===== src/rtl/mips_pkg.sv =====
// Shared MIPS front-end definitions: field widths, NOP word,
// opcode slice position and the fetch FSM state encoding.
package mips_pkg;

    localparam int NB_PC     = 32;
    localparam int NB_INSTR  = 32;
    localparam int NB_OPCODE = 6;

    localparam logic [NB_INSTR-1:0] NOP_WORD = 32'h0000_0000;

    localparam int OPC_MSB = NB_INSTR - 1;
    localparam int OPC_LSB = NB_INSTR - NB_OPCODE;

    localparam logic [1:0] ST_IDLE = 2'd0;
    localparam logic [1:0] ST_REQ  = 2'd1;
    localparam logic [1:0] ST_WAIT = 2'd2;
    localparam logic [1:0] ST_HOLD = 2'd3;

endpackage


===== src/rtl/if_stage_fetch_if_id_reg.sv =====
// if_id_reg: IF/ID pipeline register with flush > stall > load priority.
// Ports: i_clk, i_reset, i_stall, i_flush, i_load, i_instr, i_pc_plus4
//        -> o_instr, o_opcode, o_pc_plus4, o_valid.
module if_id_reg
    import mips_pkg::*;
#(
    parameter int NB_PC     = mips_pkg::NB_PC,
    parameter int NB_INSTR  = mips_pkg::NB_INSTR,
    parameter int NB_OPCODE = mips_pkg::NB_OPCODE
) (
    input  logic                 i_clk,
    input  logic                 i_reset,
    input  logic                 i_stall,
    input  logic                 i_flush,
    input  logic                 i_load,
    input  logic [NB_INSTR-1:0]  i_instr,
    input  logic [NB_PC-1:0]     i_pc_plus4,
    output logic [NB_INSTR-1:0]  o_instr,
    output logic [NB_OPCODE-1:0] o_opcode,
    output logic [NB_PC-1:0]     o_pc_plus4,
    output logic                 o_valid
);

    logic [NB_INSTR-1:0] r_instr;
    logic [NB_PC-1:0]    r_pc_plus4;
    logic                r_valid;

    always_ff @(posedge i_clk or posedge i_reset) begin
        if (i_reset) begin
            r_instr    <= NB_INSTR'(NOP_WORD);
            r_pc_plus4 <= '0;
            r_valid    <= 1'b0;
        end else if (i_flush) begin
            r_instr    <= NB_INSTR'(NOP_WORD);
            r_valid    <= 1'b0;
        end else if (!i_stall) begin
            // No new word while not stalled means a bubble goes to ID.
            r_valid <= i_load;
            if (i_load) begin
                r_instr    <= i_instr;
                r_pc_plus4 <= i_pc_plus4;
            end
        end
    end

    assign o_instr    = r_instr;
    assign o_opcode   = r_instr[NB_INSTR-1 -: NB_OPCODE];
    assign o_pc_plus4 = r_pc_plus4;
    assign o_valid    = r_valid;

endmodule


===== src/rtl/if_stage_fetch.sv =====
// MIPS instruction fetch: PC, imem req/valid FSM, hold buffer, IF/ID register.
// Ports: i_clk, i_reset, i_stall, i_flush, i_redirect, i_redirect_pc,
//        o_imem_req, o_imem_addr, i_imem_valid, i_imem_rdata,
//        o_instr, o_opcode, o_pc_plus4, o_valid.
// IF_STAGE_PERF_CNT_EN adds o_perf_fetched and o_perf_stall counters.
module if_stage_fetch
    import mips_pkg::*;
#(
    parameter int                          NB_PC     = mips_pkg::NB_PC,
    parameter int                          NB_INSTR  = mips_pkg::NB_INSTR,
    parameter int                          NB_OPCODE = mips_pkg::NB_OPCODE,
    parameter logic [mips_pkg::NB_PC-1:0]  RESET_PC  = '0
`ifdef IF_STAGE_PERF_CNT_EN
    ,
    parameter int                          NB_PERF   = 32
`endif
) (
    input  logic                 i_clk,
    input  logic                 i_reset,
    input  logic                 i_stall,
    input  logic                 i_flush,
    input  logic                 i_redirect,
    input  logic [NB_PC-1:0]     i_redirect_pc,
    output logic                 o_imem_req,
    output logic [NB_PC-1:0]     o_imem_addr,
    input  logic                 i_imem_valid,
    input  logic [NB_INSTR-1:0]  i_imem_rdata,
    output logic [NB_INSTR-1:0]  o_instr,
    output logic [NB_OPCODE-1:0] o_opcode,
    output logic [NB_PC-1:0]     o_pc_plus4,
    output logic                 o_valid
`ifdef IF_STAGE_PERF_CNT_EN
    ,
    output logic [NB_PERF-1:0]   o_perf_fetched,
    output logic [NB_PERF-1:0]   o_perf_stall
`endif
);

    logic [1:0]          r_state;
    logic [1:0]          w_state_n;
    logic [NB_PC-1:0]    r_pc;
    logic [NB_PC-1:0]    r_addr;
    logic [NB_INSTR-1:0] r_hold;
    logic                r_squash;

    logic                w_req;
    logic                w_resp;
    logic                w_drop;
    logic                w_take_mem;
    logic                w_to_hold;
    logic                w_take_hold;
    logic                w_load;
    logic [NB_INSTR-1:0] w_word;
    logic [NB_PC-1:0]    w_addr_plus4;

    assign w_req        = (r_state == ST_REQ) && !i_stall;
    assign w_resp       = (r_state == ST_WAIT) && i_imem_valid;
    // A response is dead if a redirect arrived earlier or arrives now.
    assign w_drop       = w_resp && (r_squash || i_redirect);
    assign w_take_mem   = w_resp && !w_drop && !i_stall;
    assign w_to_hold    = w_resp && !w_drop && i_stall;
    assign w_take_hold  = (r_state == ST_HOLD) && !i_redirect && !i_stall;
    assign w_load       = w_take_mem || w_take_hold;
    assign w_word       = w_take_hold ? r_hold : i_imem_rdata;
    assign w_addr_plus4 = r_addr + NB_PC'(4);

    // In REQ the address comes straight from the PC; afterwards it is
    // frozen in r_addr so a redirect cannot disturb the outstanding fetch.
    assign o_imem_req  = w_req;
    assign o_imem_addr = (r_state == ST_REQ) ? r_pc : r_addr;

    always_comb begin
        w_state_n = r_state;
        unique case (r_state)
            ST_IDLE: w_state_n = ST_REQ;
            ST_REQ:  if (w_req) w_state_n = ST_WAIT;
            ST_WAIT: begin
                if (w_drop || w_take_mem) w_state_n = ST_REQ;
                else if (w_to_hold)       w_state_n = ST_HOLD;
            end
            ST_HOLD: if (i_redirect || !i_stall) w_state_n = ST_REQ;
        endcase
    end

    always_ff @(posedge i_clk or posedge i_reset) begin
        if (i_reset) begin
            r_state  <= ST_IDLE;
            r_pc     <= RESET_PC;
            r_addr   <= RESET_PC;
            r_hold   <= '0;
            r_squash <= 1'b0;
        end else begin
            r_state <= w_state_n;
            if (w_req)
                r_addr <= r_pc;
            if (w_to_hold)
                r_hold <= i_imem_rdata;
            if (w_resp)
                r_squash <= 1'b0;
            else if (i_redirect && (r_state == ST_WAIT || w_req))
                r_squash <= 1'b1;
            if (i_redirect)
                r_pc <= i_redirect_pc;
            else if (w_load)
                r_pc <= w_addr_plus4;
        end
    end

    if_id_reg #(
        .NB_PC     (NB_PC),
        .NB_INSTR  (NB_INSTR),
        .NB_OPCODE (NB_OPCODE)
    ) u_if_id (
        .i_clk      (i_clk),
        .i_reset    (i_reset),
        .i_stall    (i_stall),
        .i_flush    (i_flush),
        .i_load     (w_load),
        .i_instr    (w_word),
        .i_pc_plus4 (w_addr_plus4),
        .o_instr    (o_instr),
        .o_opcode   (o_opcode),
        .o_pc_plus4 (o_pc_plus4),
        .o_valid    (o_valid)
    );

`ifdef IF_STAGE_PERF_CNT_EN
    logic [NB_PERF-1:0] r_perf_fetched;
    logic [NB_PERF-1:0] r_perf_stall;

    always_ff @(posedge i_clk or posedge i_reset) begin
        if (i_reset) begin
            r_perf_fetched <= '0;
            r_perf_stall   <= '0;
        end else begin
            if (w_load && !i_flush)
                r_perf_fetched <= r_perf_fetched + NB_PERF'(1);
            if (i_stall)
                r_perf_stall <= r_perf_stall + NB_PERF'(1);
        end
    end

    assign o_perf_fetched = r_perf_fetched;
    assign o_perf_stall   = r_perf_stall;
`endif

endmodule


===== config.mk =====
export PLATFORM = sky130hd
export DESIGN_NAME = if_stage_fetch
export DESIGN_NICKNAME = d
export VERILOG_FILES = /design/src/rtl/mips_pkg.sv /design/src/rtl/if_stage_fetch_if_id_reg.sv /design/src/rtl/if_stage_fetch.sv
export SDC_FILE = /design/constraint.sdc
export NUM_CORES = 1
export LEC_CHECK = 0
export ABC_AREA = 1
export CORE_MARGIN = 1
export CORE_UTILIZATION = 57
export CTS_BUF_LIST = sky130_fd_sc_hd__clkbuf_2
export DETAILED_ROUTE_END_ITERATION = 8
export GPL_TIMING_DRIVEN = 0
export PLACE_DENSITY = 0.88
export SKIP_LAST_GASP = 1
export SLEW_MARGIN = 20
export SYNTH_ARGS = -nofsm -noshare
export SYNTH_HDL_FRONTEND = slang
export SYNTH_HIERARCHICAL = 1
export SYNTH_SLANG_ARGS = --single-unit

===== constraint.sdc =====
create_clock -name i_clk -period 5.3 [get_ports i_clk]
set_input_delay 1.06 -clock i_clk [delete_from_list [all_inputs] [get_ports i_clk]]
set_output_delay 1.06 -clock i_clk [all_outputs]
set_load 0.02 [all_outputs]

[Word level (Yosys, flattened, before mapping)]
Index checks and enable logic that the tools add are counted.
Widths: inputs -> output; s select.
Storage, ports and cells
  word-level logic and storage cells: 58
  register bits: 164
Cells by class
  bitwise operators: 2
  eq/ne operators: 7
  add/sub/neg operators: 1
  multiplexer cells: 16
  reductions and logical operators: 24
Operator list (number)
  $mux 32: 7
  $add 32x3->32 const B: 1
  $logic_and 1x1->1: 9
  $mux 2: 4
  $pmux 2 s4: 1
  $reduce_and 3->1: 2
  $reduce_bool 2->1: 3
  $logic_or 1x1->1: 5
  $eq 2x2->1 const B: 2
  $mux 1: 4
  $ne 2x1->1 const B: 2
  $logic_not 1->1: 3
  $ne 3x3->1 const B: 1
  $eq 2x1->1 const B: 1
  $logic_not 2->1: 1
  $ne 2x2->1 const B: 1
  $not 1->1: 2
  $reduce_and 2->1: 1

[Depth between registers and ports, before layout]
Gate-level depths: netlist of the first run.
  word-level depth: 10
  mapped depth: 12
  mapped depth without buffers: 11

[Modules after synthesis]
Netlist of the first run, hierarchy kept.
Modules (own cells, without submodules)
  if_stage_fetch: area each 5691.7 um^2, sequential area each 2477.4 um^2, instances 1, cells each 817
  if_id_reg: area each 2707.6 um^2, sequential area each 1626.6 um^2, instances 1, cells each 294

[Worst setup path before layout of the first run]
OpenSTA, ideal clock, no wires.
  path kind: in2out
  start point: input port i_stall
  end point: output port o_imem_req
  data required time: 4.240 ns
  stages on the path: 4
  path buffers: 1
  arrival time: 1.707 ns
  setup slack: 2.533 ns
  cell sequence: inv_1 -> nand2_1 -> clkinv_1 -> clkbuf_1
Between the ends
  word-level cells in the longest chain between the ends: 2
RTL lines
  start: declaration: RTL line if_stage_fetch.sv:20  | input logic i_stall,
  $logic_not 1->1
  $logic_and 1x1->1: RTL line if_stage_fetch.sv:56  | assign w_req = (r_state == ST_REQ) && !i_stall;
  end: declaration: RTL line if_stage_fetch.sv:24  | output logic o_imem_req,
Every way passes these cells.

[Worst setup path in the final report of the first run]
Same ends and word-level chain as after synthesis.

==> results.txt, run 1 <==
Status: finished, final reports clean
DP HPWL: 17,500 µm
Placed Area: 0.0104 mm²
Worst slew pin tran: 0.700 ns
Placed insts: 1,465
Critical path peak fanout: 10
Endpoints failing setup: 0
Die area: 0.0152 mm²
Starting Density: 59.4%
FP Rows: 43
CTS tree: done
Setup TNS: 0 ns
Pwr/cell area: 435 mW/mm²
Min-Delay Path Class: flop to flop
Vias per inst: 5.38
Clk buf depth: 2
Resized cells post-CTS: 0
Crit path cell chain: clkdlybuf4s50_1 -> inv_1 -> nand2_1 -> clkinv_1 -> clkbuf_1 -> clkdlybuf4s50_1
Final hold vios: 0
Synthesized area: 0.00840 mm²
Cells after Synth: 1,111
DR pass1 iterations: 7
Top Ports: 174
WL/cell: 15.8 µm
Max-Cap Viols: 0
Register area: 0.00410 mm²
Startpoint Class: input pin
Crit path largest cell delay: 0.71 ns
Worst-skew pair later-pin latency: 0.75 ns
Post-CTS Hold Buffers: 0
Gpl congestion: 0.984
First-pass GRT wire length: 38,000 µm
Residual DRC: 0
Final net count: 1,378
Post-Syn Area per Cell: 7.56 µm²
Slew Viols, Final: 0
LEAKAGE: 5.40 nW
Unrepaired setup endpoints after global routing: false
Worst path slowest cell: clkdlybuf4s50_1
Maximum VDD drop: 0.336 mV
Warnings from Yosys: 6
H-tree depth: 4
Grt total ovfl: 0
Tcrit/Tclk final: 80.5%
Layout cell share with drive strength beyond 1: 7.60%
Sequential share of the synthesized area: 48.9%
DRT iter0 DRCs: 791
#FFs+latches synth: 164
Synthesized Nets: 1,185
Clk root buf: clkbuf_2
Vias in the first global route: 7,843
Slew Limit Headroom: 53.3%
Largest net degree at the start of global routing: 66
Finished Cell Area: 0.0106 mm²
CTS sink cnt: 164
Worst setup EP type: output port
Tmin final: 4.27 ns
Core area: 0.0141 mm²
GRT Overall Usage: 33.0%
Clk slew on worst S/H paths: 0.19 ns
Port buffer count: 172
CTS Buf Count: 17
Post-synth cell types: 31
Setup bufs post-CTS: 0
Worst EP arrival: 3.21 ns
Fill cell count: 1,116
Worst path most repeated cell: clkdlybuf4s50_1
Multi-input combinational cell area: 0.00353 mm²
CP Data Required Time: 4.24 ns
Layout Cells excl Fill: 1,497
Die X: 123 µm
Initial antenna violation count: 1
P&R area growth vs syn: 26.5%
Via count: 8,058
Total wire length: 23,600 µm
Skew final: 0.0184 ns
Die height: 123 µm
Fmax achieved: 234 MHz
DRT antenna net count: 0
Critical Setup Path Class: input pin to output port
WHS: 0.498 ns
-- routing by layer --
metal | up-vias | wire (µm) | global-route usage [%] | share of wire, %
met3 | 61 | 1980 | 5.44 | 8.4
li1 | 3855 | - | - | -
met1 | 3762 | 9720 | 42.9 | 41
met2 | 380 | 11200 | 54.1 | 47
met4 | 0 | 716 | 15.3 | 3.0
met5 | - | 0 | 0 | 0
-- critical path, delay by kind of cell --
kind | cells | cell delay, ns
buf+inv | 5 | 2.01
simple gates | 1 | 0.15
-- cells in the mapped netlist (all sizes together) --
cell	number	area, µm²
o21ai	100	500
dfrtp	164	4100
clkinv	1	3.75
a21oi	35	175
xor2	14	168
and2	3	18.8
nor2	77	387
o22ai	1	6.26
nor3	2	10.0
o211ai	1	7.51
o31ai	1	7.51
nand3	121	611
a22oi	1	7.51
nand2	414	1570
ha	4	50.1
buf	44	287
clkbuf	21	78.8
xnor2	1	8.76
a31o	1	8.76
inv	105	394
-- worst paths after layout --
| path | startpoint | to | slack (ns) | cells after the start |
|---|---|---|---|---|
| hold reg to reg | u_if_id/o_pc_plus4[26]$_DFFE_PP0P_ | u_if_id/o_pc_plus4[26]$_DFFE_PP0P_ | 0.50 | 2 |
| setup reg to reg | r_state[0]$_DFFE_PP0P_ | u_if_id/o_pc_plus4[27]$_DFFE_PP0P_ | 3.00 | 11 |
| min in group asynchronous | i_reset | u_if_id/o_instr[20]$_DFFE_PP0P_ | 0.66 | 2 |
| setup / recovery | i_stall | o_imem_req | 1.03 | 6 |
| max in group asynchronous | i_reset | r_addr[17]$_DFFE_PP0P_ | 3.96 | 3 |
| hold / removal | u_if_id/o_pc_plus4[26]$_DFFE_PP0P_ | u_if_id/o_pc_plus4[26]$_DFFE_PP0P_ | 0.50 | 2 |
-- sequential cells by signal, indices dropped and copies added, names as in the netlist --
signal              count
r_addr                 32
u_if_id/o_instr        32
u_if_id/o_pc_plus4     32
u_if_id/o_valid         1
r_state                 2
r_squash                1
r_pc                   32
r_hold                 32
-- final cells by class --
type                    count  share of cell area (%)
multi-input cells         776                    33.3
well taps                 180                    2.12
plain buffers              65                    3.44
inverters                 106                    3.82
diodes                      1                  0.0236
repair buffers            174                    16.7
clock buffers              19                   0.895
clock inverters            12                    1.08
flip-flops and latches    164                    38.6
-- logic make-up after synthesis --
group | after synthesis | share of synthesized area (%)
and+or+nand+nor | 617 | 30.9
buffers and inverters | 171 | 9.09
DFF | 164 | 48.9
AOI/OAI and AO/OA | 140 | 8.49
xor gates and xnor gates | 15 | 2.10
adders and majority gates | 4 | 0.596
-- stage by stage --
stage / worst slack (ns) / total power, W / util (%)
finish: 1.03 / 0.00462 / 75.1
global route: 0.934 / 0.00492 / 75.1
CTS: 1.05 / 0.00461 / 75.0
detailed placement: 1.05 / 0.00398 / 73.6
global placement: 0.0785 / 0.00391 / 73.1
floorplan: 1.65 / 0.00305 / -
-- power by group --
group          switching, W  total, W  internal, W
Combinational       0.00125   0.00209     0.000842
Sequential         0.000267   0.00188      0.00161
Clock              0.000433  0.000643     0.000210
-- layout by cell type (no fill, tap or decap), types with 2 or more instances in the layout --
cell	count
clkinv_4	2
buf_4	10
nand3_1	120
nor2_1	63
nand2_2	2
clkbuf_1	21
buf_16	2
nor2_8	2
ha_1	4
buf_2	25
xor2_2	6
nor2_4	7
buf_6	7
and2_1	3
inv_1	101
clkdlybuf4s50_1	172
a21oi_1	35
buf_1	2
o21ai_0	100
clkinv_1	5
nor2_2	5
nor3_1	2
inv_2	2
xor2_1	8
bufinv_16	2
clkbuf_2	19
dfrtp_1	164
clkinv_2	3
nand2_1	411
(Power assumes the default switching activity.)
==> run 2: changes to the inputs <==
Settings changed: CORE_UTILIZATION 57 to 53, PLACE_DENSITY 0.88 to 0.82.
Clock period 5.3 ns to 4 ns, I/O delays scaled along.
==> run 2 against run 1 <==
Hold slack got worse by 0.090 ns; combinational power rose by 32%; non-clock buffer count fell by 1; via count decreased by 1.5%; largest power group unchanged; clock power up 37%; final cell count rose by 2.2%; clock skew increased by 0.0088 ns; sequential cell count unchanged.
==> results.txt, run 2 (synthesis results as in run 1) <==
Final net count: 1,377 (-0.073%)
Fmax achieved: 264 MHz
First-pass GRT wire length: 37,300 µm (-1.8%)
Status: finished, final reports clean
Fill cell count: 1,274 (+14%)
Placed Area: 0.0104 mm² (+0.37%)
Startpoint Class: flop
Total wire length: 23,300 µm (-1.3%)
Core area: 0.0153 mm² (+8.2%)
Die area: 0.0164 mm² (+7.4%)
Worst path slowest cell: clkdlybuf4s50_1
Unrepaired setup endpoints after global routing: false
FP Rows: 45 (+4.7%)
Multi-input combinational cell area: 0.00353 mm² (unchanged)
Critical path peak fanout: 10 (unchanged)
Slew Limit Headroom: 52.7% (-0.65 points)
H-tree depth: 4 (unchanged)
Clk buf depth: 2 (unchanged)
Vias in the first global route: 7,557 (-3.6%)
WHS: 0.408 ns (-0.0905 ns)
Slew Viols, Final: 0 (unchanged)
Placed insts: 1,496 (+2.1%)
LEAKAGE: 5.40 nW (+0.11%)
DP HPWL: 17,600 µm (+0.11%)
Pre-CTS setup slack: 0.261 ns (-0.792 ns)
Tmin final: 3.79 ns
Crit path largest cell delay: 0.68 ns (-0.03 ns)
Setup bufs post-CTS: 0 (unchanged)
Worst setup EP type: output port
Register area: 0.00410 mm² (unchanged)
Most frequent cells in the layout: 411 x nand2_1, 172 x clkdlybuf4s50_1, 164 x dfrtp_1
P&R area growth vs syn: 27.3%
Residual DRC: 0 (unchanged)
GRT Overall Usage: 29.8% (-3.2 points)
Top Ports: 174 (unchanged)
Gpl congestion: 0.964 (-2.0%)
Die X: 128 µm (+3.6%)
Critical Setup Path Class: flop to output port
Die height: 128 µm (+3.6%)
Clk root buf: clkbuf_2
Worst slew pin tran: 0.710 ns (+0.00971 ns)
WL met3: 1800 µm (-9.2%)
DRT iter0 DRCs: 635 (-20%)
Crit path cell chain: inv_1 -> ha_1 -> buf_2 -> clkbuf_1 -> o21ai_0 -> clkdlybuf4s50_1
Clk slew on worst S/H paths: 0.26 ns (+0.07 ns)
Maximum VDD drop: 0.402 mV (+20%)
CTS Buf Count: 17 (unchanged)
WL/cell: 15.2 µm (-3.4%)
Most common cell after layout, fill and taps aside: nand2_1
Worst EP arrival: 2.99 ns (-0.22 ns)
Max-Cap Viols: 0 (unchanged)
Final WS setup: 0.208 ns (-0.824 ns)
Finished Cell Area: 0.0107 mm² (+0.64%)
Tcrit/Tclk final: 94.8%
Skew final: 0.0272 ns (+0.00884 ns)
Worst-skew pair later-pin latency: 0.76 ns (about the same)
Initial antenna violation count: 3 (+2)
Overall Power: 0.00613 W (+33%)
CP Data Required Time: 3.20 ns (-1.04 ns)
Min-Delay Path Class: input pin to async pin
Final hold vios: 0 (unchanged)
Endpoints failing setup: 0 (unchanged)
CTS tree: done
Pwr/cell area: 573 mW/mm² (+32%)
DR pass1 iterations: 6 (-1)
Largest net degree at the start of global routing: 71 (+7.6%)
Grt total ovfl: 0 (unchanged)
CTS sink cnt: 164 (unchanged)
Starting Density: 54.8% (-4.5 points)
WL met1: 9930 µm (+2.2%)
Layout cell share with drive strength beyond 1: 7.98% (+0.38 points)
DRT antenna net count: 0 (unchanged)
Via count: 7,941 (-1.5%)
Vias per inst: 5.19 (-3.6%)
Top Layer Used: met4
Layout Cells excl Fill: 1,530 (+2.2%)
Detail Route met2 WL: 10,900 µm (-2.3%)
Port buffer count: 172 (unchanged)
[run 2: cell types whose count changed in the layout (fill, tap and decap cells not counted)]
cell	previous run	this run
clkinv_1	5	2
clkinv_4	2	5
inv_6	1	4
clkbuf_1	21	19
clkinv_2	3	1
diode_2	1	3
bufinv_16	2	1
clkbuf_2	19	18
clkinv_8	0	1
clkinvlp_4	1	2
inv_8	0	1
[run 2: worst max-delay path, delay by kind of cell (launching register included)]
family | cells | cell delay (ns)
flops | 1 | 0.45
buf+inv | 4 | 1.19
compound gates | 1 | 0.42
fa+ha+maj | 1 | 0.16
[run 2: final timing paths]
check / from / to / slack [ns] / cells after the start
setup reg to reg: r_state[0]$_DFFE_PP0P_ / u_if_id/o_pc_plus4[16]$_DFFE_PP0P_ / 1.75 / 11
max in group asynchronous: i_reset / r_addr[13]$_DFFE_PP0P_ / 2.92 / 3
hold reg to reg: u_if_id/o_pc_plus4[11]$_DFFE_PP0P_ / u_if_id/o_pc_plus4[11]$_DFFE_PP0P_ / 0.51 / 2
min in group i_clk: i_redirect / r_pc[3]$_DFFE_PP0P_ / 0.41 / 3
hold / removal: i_reset / r_hold[6]$_DFFE_PP0P_ / 0.41 / 2
setup / recovery: r_state[1]$_DFFE_PP0P_ / o_imem_addr[30] / 0.21 / 6
[run 2: where the power goes]
part           internal [W]  total [W]  switching, W  leakage [nW]
Combinational       0.00111    0.00276       0.00164          3.22
Clock              0.000242   0.000881      0.000639         0.138
Sequential          0.00214    0.00249      0.000350          2.05
Total               0.00350    0.00613       0.00263          5.40
[run 2: metal layers]
metal,track usage (%),up-vias
met2,48.2,343
met1,39.4,3674
li1,-,3873
met5,0,-
met4,11.3,0
met3,6.26,51
[run 2: metrics by stage]
stage / utilization (%) / TNS (ns)
after floorplan: - / 0
after global placement: 67.8 / -99.70
after global routing: 69.8 / 0
after CTS: 69.8 / 0
final: 69.8 / 0
after detailed placement: 68.2 / 0
[run 2: layout make-up]
class,count,area share [%]
diodes,3,0.0702
plain buffers,64,3.39
clock buffers,17,0.796
clock inverters,15,1.42
inverters,106,3.79
multi-input cells,776,33.0
flip-flops and latches,164,38.4
well taps,211,2.47
repair buffers,174,16.6
[run 2: timing repair]
item | in CTS | in global routing
hold buffers | 0 | 0
endpoints found under the setup margin | 0 | 5
gates resized for setup | 0 | 2
